$ cat src/rtl/mux8_scan_sequencer.sv
// rtl/mux8_scan_sequencer.sv - steps an 8:1 mux through channels 0..7 and assembles one sampled word per scan
// Single-shot or continuous scanning; SETTLE_CYCLES of 0 behaves as 1.
module mux8_scan_sequencer #(
  parameter int SETTLE_CYCLES = 1,
  parameter bit CONTINUOUS    = 1'b0
) (
  input  logic       clk,
  input  logic       rst,
  input  logic       start,
  input  logic       stop,
  input  logic       mux_y,
  output logic       S0,
  output logic       S1,
  output logic       S2,
  output logic [7:0] data_out,
  output logic       valid,
  output logic       busy
);

  localparam int         N_EFF    = (SETTLE_CYCLES < 1) ? 1 : SETTLE_CYCLES;
  localparam logic [7:0] CNT_LOAD = 8'(N_EFF - 1);

  typedef enum logic [1:0] {IDLE, SETTLE, SAMPLE, DONE} state_t;

  state_t     state_q, state_d;
  logic [2:0] sel_q, sel_d;
  logic [7:0] cnt_q, cnt_d;
  logic [7:0] shadow_q, shadow_d;
  logic [7:0] data_q, data_d;
  logic       valid_q, valid_d;
  logic       busy_q, busy_d;
  logic       stop_req_q, stop_req_d;

  always_comb begin
    state_d    = state_q;
    sel_d      = sel_q;
    cnt_d      = cnt_q;
    shadow_d   = shadow_q;
    data_d     = data_q;
    valid_d    = 1'b0;
    busy_d     = busy_q;
    stop_req_d = stop_req_q;

    // stop is sticky once a scan is in flight; honoured at the next DONE
    if (CONTINUOUS && stop && state_q != IDLE) stop_req_d = 1'b1;

    case (state_q)
      IDLE: begin
        sel_d = 3'd0;
        if (start) begin
          state_d    = SETTLE;
          cnt_d      = CNT_LOAD;
          busy_d     = 1'b1;
          stop_req_d = CONTINUOUS && stop;
        end
      end
      SETTLE: begin
        if (cnt_q == 8'd0) state_d = SAMPLE;
        else               cnt_d   = cnt_q - 8'd1;
      end
      SAMPLE: begin
        shadow_d[sel_q] = mux_y;
        if (sel_q != 3'd7) begin
          sel_d   = sel_q + 3'd1;
          cnt_d   = CNT_LOAD;
          state_d = SETTLE;
        end else begin
          data_d  = {mux_y, shadow_q[6:0]};
          valid_d = 1'b1;
          busy_d  = 1'b0;
          sel_d   = 3'd0;
          state_d = DONE;
        end
      end
      DONE: begin
        if (CONTINUOUS && !stop_req_q) begin
          state_d = SETTLE;
          cnt_d   = CNT_LOAD;
          busy_d  = 1'b1;
        end else begin
          state_d    = IDLE;
          stop_req_d = 1'b0;
        end
      end
      default: state_d = IDLE;
    endcase
  end

  always_ff @(posedge clk) begin
    if (rst) begin
      state_q    <= IDLE;
      sel_q      <= 3'd0;
      cnt_q      <= 8'd0;
      shadow_q   <= 8'd0;
      data_q     <= 8'd0;
      valid_q    <= 1'b0;
      busy_q     <= 1'b0;
      stop_req_q <= 1'b0;
    end else begin
      state_q    <= state_d;
      sel_q      <= sel_d;
      cnt_q      <= cnt_d;
      shadow_q   <= shadow_d;
      data_q     <= data_d;
      valid_q    <= valid_d;
      busy_q     <= busy_d;
      stop_req_q <= stop_req_d;
    end
  end

  assign S0       = sel_q[0];
  assign S1       = sel_q[1];
  assign S2       = sel_q[2];
  assign data_out = data_q;
  assign valid    = valid_q;
  assign busy     = busy_q;

endmodule

$ cat config.mk
export PLATFORM = sky130hd
export DESIGN_NAME = mux8_scan_sequencer
export DESIGN_NICKNAME = d
export VERILOG_FILES = /design/src/rtl/mux8_scan_sequencer.sv
export SDC_FILE = /design/constraint.sdc
export NUM_CORES = 1
export LEC_CHECK = 0
export CORE_AREA = 2 2 69 71
export CTS_CLUSTER_DIAMETER = 100
export DETAILED_ROUTE_END_ITERATION = 10
export DIE_AREA = 0 0 71 73
export DONT_BUFFER_PORTS = 1
export GPL_TIMING_DRIVEN = 0
export PLACE_DENSITY = 0.5
export SETUP_SLACK_MARGIN = 0.3
export SYNTH_ARGS = -nofsm -noshare
export SYNTH_HDL_FRONTEND = slang
export SYNTH_SLANG_ARGS = --single-unit
$ cat constraint.sdc
create_clock -name clk -period 1.9 [get_ports clk]
set_input_delay 0.095 -clock clk [delete_from_list [all_inputs] [get_ports clk]]
set_output_delay 0.095 -clock clk [all_outputs]
set_load 0.05 [all_outputs]
==> qor.yml <==
status: "finished clean"
crit_family: "flip-flops"
path_clk_slew_ns: 0.06
period_minus_slack_ns: 1.58
num_vias: 1061
n_antenna_cell: 0
portBuffers: 0
drt_iter0_drc: 40
required_ns: 2.08
swShare_pct: 22.9
r2r-start: "sel_q[1]$_SDFFE_PP0P_"
fmax_ghz: 0.634
syn_to_final_growth_pct: 21.7
synth-seq-cells: 30
max-vdd-ir-drop_mv: 0.381
r2r_setup_slack_ns: 0.32
synth_cells: 147
critPathMaxStageDelay_ns: 0.42
grt_antenna_before_repair: 0
hold_path.class: "in2reg"
postSynth.asyncResetShare_pct: 0
setup_tns_ns: 0
hold_depth: 2
vias_per_cell: 5.03
num_rows: 25
p_seq_share_pct: 53.3
ys.flop_type: "dfxtp_1"
ant_nets: 0
hp-start: "start"
power_frac_clock_pct: 41.3
cts_tree: "yes"
clk_latency_ns: 0.28
wl_um: 2940
setup_violations: 0
worst_slew_pin_slew_ns: 0.553
synth_cell_type_count: 34
cts_buffers: 5
combPwrFrac_pct: 5.4
avgSynthCellArea_um2: 8.87
cts_hold_buf: 0
path_class: "reg2reg"
clock_sink_count: 30
finClkSkew_ns: 0.00816
die_h_um: 73
crit_buf_inv: 0
power.density_nw_per_um2: 772
num-nets-final: 166
wl_per_cell_um: 13.9
drv_slew: 0
initial_core_util_pct: 28.7
drc: 0
n_fill_cell: 466
dieArea_um2: 5180
reg2reg_depth: 6
cp_max_fo: 7
cap_viol_max_count: 0
intPower_uw: 944
place.gp.congestion: 0.704
power.switching_uw: 280
gr-total-overflow: 0
synth_seq_area_share_pct: 46.1
cts-root-buf: "clkbuf_8"
maxSlewHeadroom_pct: 63.1
cpMaxStageDelayCell: "dfxtp_4"
min_period_over_period_pct: 83.0
dpl_cell_area_um2: 1380
clockBufferDepth: 2
grt_pass1_vias: 1061
finalHoldViolCount: 0
grt_usage_pct: 12.5
critPathArrivalTime_ns: 1.75
grt_max_degree: 11
startpoint_type: "register"
syn_area_um2: 1300
power.leakage_uw: 0.000562
htree_levels: 2
drtPass1Iterations: 4
drive_gt1_share_pct: 20.4
die_w_um: 71
syn-num-nets: 156
hold_end: "state_q[0]$_SDFFE_PP0P_"
stdcell_area_um2: 1590
r2r-end: "cnt_q[0]$_SDFFE_PP0P_"
yosysWarnings: 0
io_pins: 18
synth_edf_count: 0
path_common_cell: "ha_4"
rsz0062_at_grt: "yes"
place_hpwl_um: 2030
cp_cell_sequence: "ha_4, ha_4, or2b_1, a21oi_2, nor2_2, a31o_2"
grt_pass1_wl_um: 4980
core_area_um2: 4540
critPathCaptureType: "register"
-- cells in the mapped netlist (all sizes together), types with 2 or more instances --
| library cell | count | area share [%] |
|---|---|---|
| a31o | 2 | 1.3 |
| a21oi | 17 | 6.5 |
| nor2 | 16 | 4.6 |
| nand3 | 11 | 4.2 |
| o21bai | 2 | 1.2 |
| nor3 | 3 | 1.2 |
| mux2i | 7 | 5.4 |
| nand3b | 4 | 2.3 |
| inv | 3 | 0.86 |
| nor4 | 2 | 0.96 |
| ha | 4 | 3.8 |
| o21ai | 2 | 0.77 |
| nand2 | 11 | 3.2 |
| clkbuf | 6 | 1.7 |
| xnor2 | 2 | 1.3 |
| nor3b | 5 | 2.9 |
| dfxtp | 30 | 46 |
| a22oi | 2 | 1.2 |
| nor2b | 3 | 1.4 |
-- area by class of cell --
cell class,instances,area [um2],share of cell area [%]
multi-input cells,107,757,47.7
flip-flops and latches,30,612,38.6
clock buffers,7,86.3,5.44
well taps,54,67.6,4.26
plain buffers,7,33.8,2.13
repair buffers,3,18.8,1.18
inverters,3,11.3,0.710
-- stage by stage --
| step | power [uW] | instances | util [%] | hold slack (ns) | worst slack [ns] |
|---|---|---|---|---|---|
| 2_1_floorplan | 711 | 147 | - | 0.287 | 0.319 |
| 3_3_place_gp | 725 | 201 | 30.4 | 0.297 | 0.120 |
| 3_5_place_dp | 727 | 201 | 30.4 | 0.304 | 0.124 |
| 4_1_cts | 1240 | 210 | 33.9 | 0.00991 | 0.285 |
| 5_1_grt | 1300 | 211 | 35.0 | 0.0402 | 0.250 |
| 6_report | 1220 | 211 | 35.0 | 0.0126 | 0.323 |
-- flip-flops by register name, summed over array words and instances, names as in the netlist --
name,flops
valid,1
cnt_q,8
shadow_q,7
busy,1
state_q,2
sel_q,3
data_out,8
-- worst reg2reg max path: stages, from the launching register on --
cell	delay (ns)
dfxtp_4	0.42
ha_4	0.19
ha_4	0.15
or2b_1	0.24
a21oi_2	0.18
nor2_2	0.07
a31o_2	0.22
-- cell families after synthesis --
| group | Yosys count | share of synthesized area, % |
|---|---|---|
| buffers and inverters | 10 | 2.97 |
| AOI/OAI and AO/OA | 31 | 14.8 |
| muxes | 7 | 5.37 |
| adders and majority gates | 4 | 3.84 |
| and+or+nand+nor | 63 | 25.6 |
| DFF | 30 | 46.1 |
| xor gates and xnor gates | 2 | 1.34 |
-- per-layer routing --
metal | up-vias | routed length (um) | GRT usage [%]
met5 | - | 0 | 0
met4 | 0 | 48 | 3.77
met3 | 8 | 154 | 5.25
met2 | 20 | 1380 | 20.0
met1 | 489 | 1360 | 15.3
li1 | 544 | - | -
-- placed cells by master (no fill, tap or decap), types with 3 or more instances in the layout --
cell type / Yosys / layout
nand3_1: 11 / 11
inv_1: 3 / 3
clkbuf_1: 6 / 4
nand2_1: 11 / 10
mux2i_1: 7 / 7
nor2_1: 16 / 15
nor2b_1: 3 / 3
dfxtp_1: 30 / 27
nand3b_1: 4 / 4
clkbuf_8: 0 / 6
dfxtp_4: 0 / 3
nor3_1: 3 / 3
a21oi_1: 17 / 16
-- worst max path at each step --
stage | startpoint | end | cells past startpoint
after floorplan | sel_q[0]$_SDFFE_PP0P_ | cnt_q[0]$_SDFFE_PP0P_ | 6
after global placement | cnt_q[0]$_SDFFE_PP0P_ | cnt_q[0]$_SDFFE_PP0P_ | 6
after detailed placement | cnt_q[0]$_SDFFE_PP0P_ | cnt_q[1]$_SDFFE_PP0P_ | 6
after CTS | sel_q[1]$_SDFFE_PP0P_ | cnt_q[1]$_SDFFE_PP0P_ | 6
after global routing | sel_q[1]$_SDFFE_PP0P_ | cnt_q[0]$_SDFFE_PP0P_ | 6
final | sel_q[1]$_SDFFE_PP0P_ | cnt_q[0]$_SDFFE_PP0P_ | 6
-- timing repair --
item / in CTS / in global routing
setup endpoints to repair: 22 / 21
pin swaps: 4 / 5
setup buffers: 2 / 1
resized for setup: 14 / 9
-- power groups by stage --
| stage | combinational [uW] | sequential [uW] | clock, uW |
|---|---|---|---|
| 2_1_floorplan | 45.5 | 665 | 0 |
| 3_3_place_gp | 57.3 | 668 | 0 |
| 3_5_place_dp | 59.0 | 668 | 0 |
| 4_1_cts | 64.7 | 654 | 524 |
| 5_1_grt | 74.8 | 653 | 569 |
| 6_report | 66.7 | 652 | 505 |
Power figures use the tool's default switching activity.
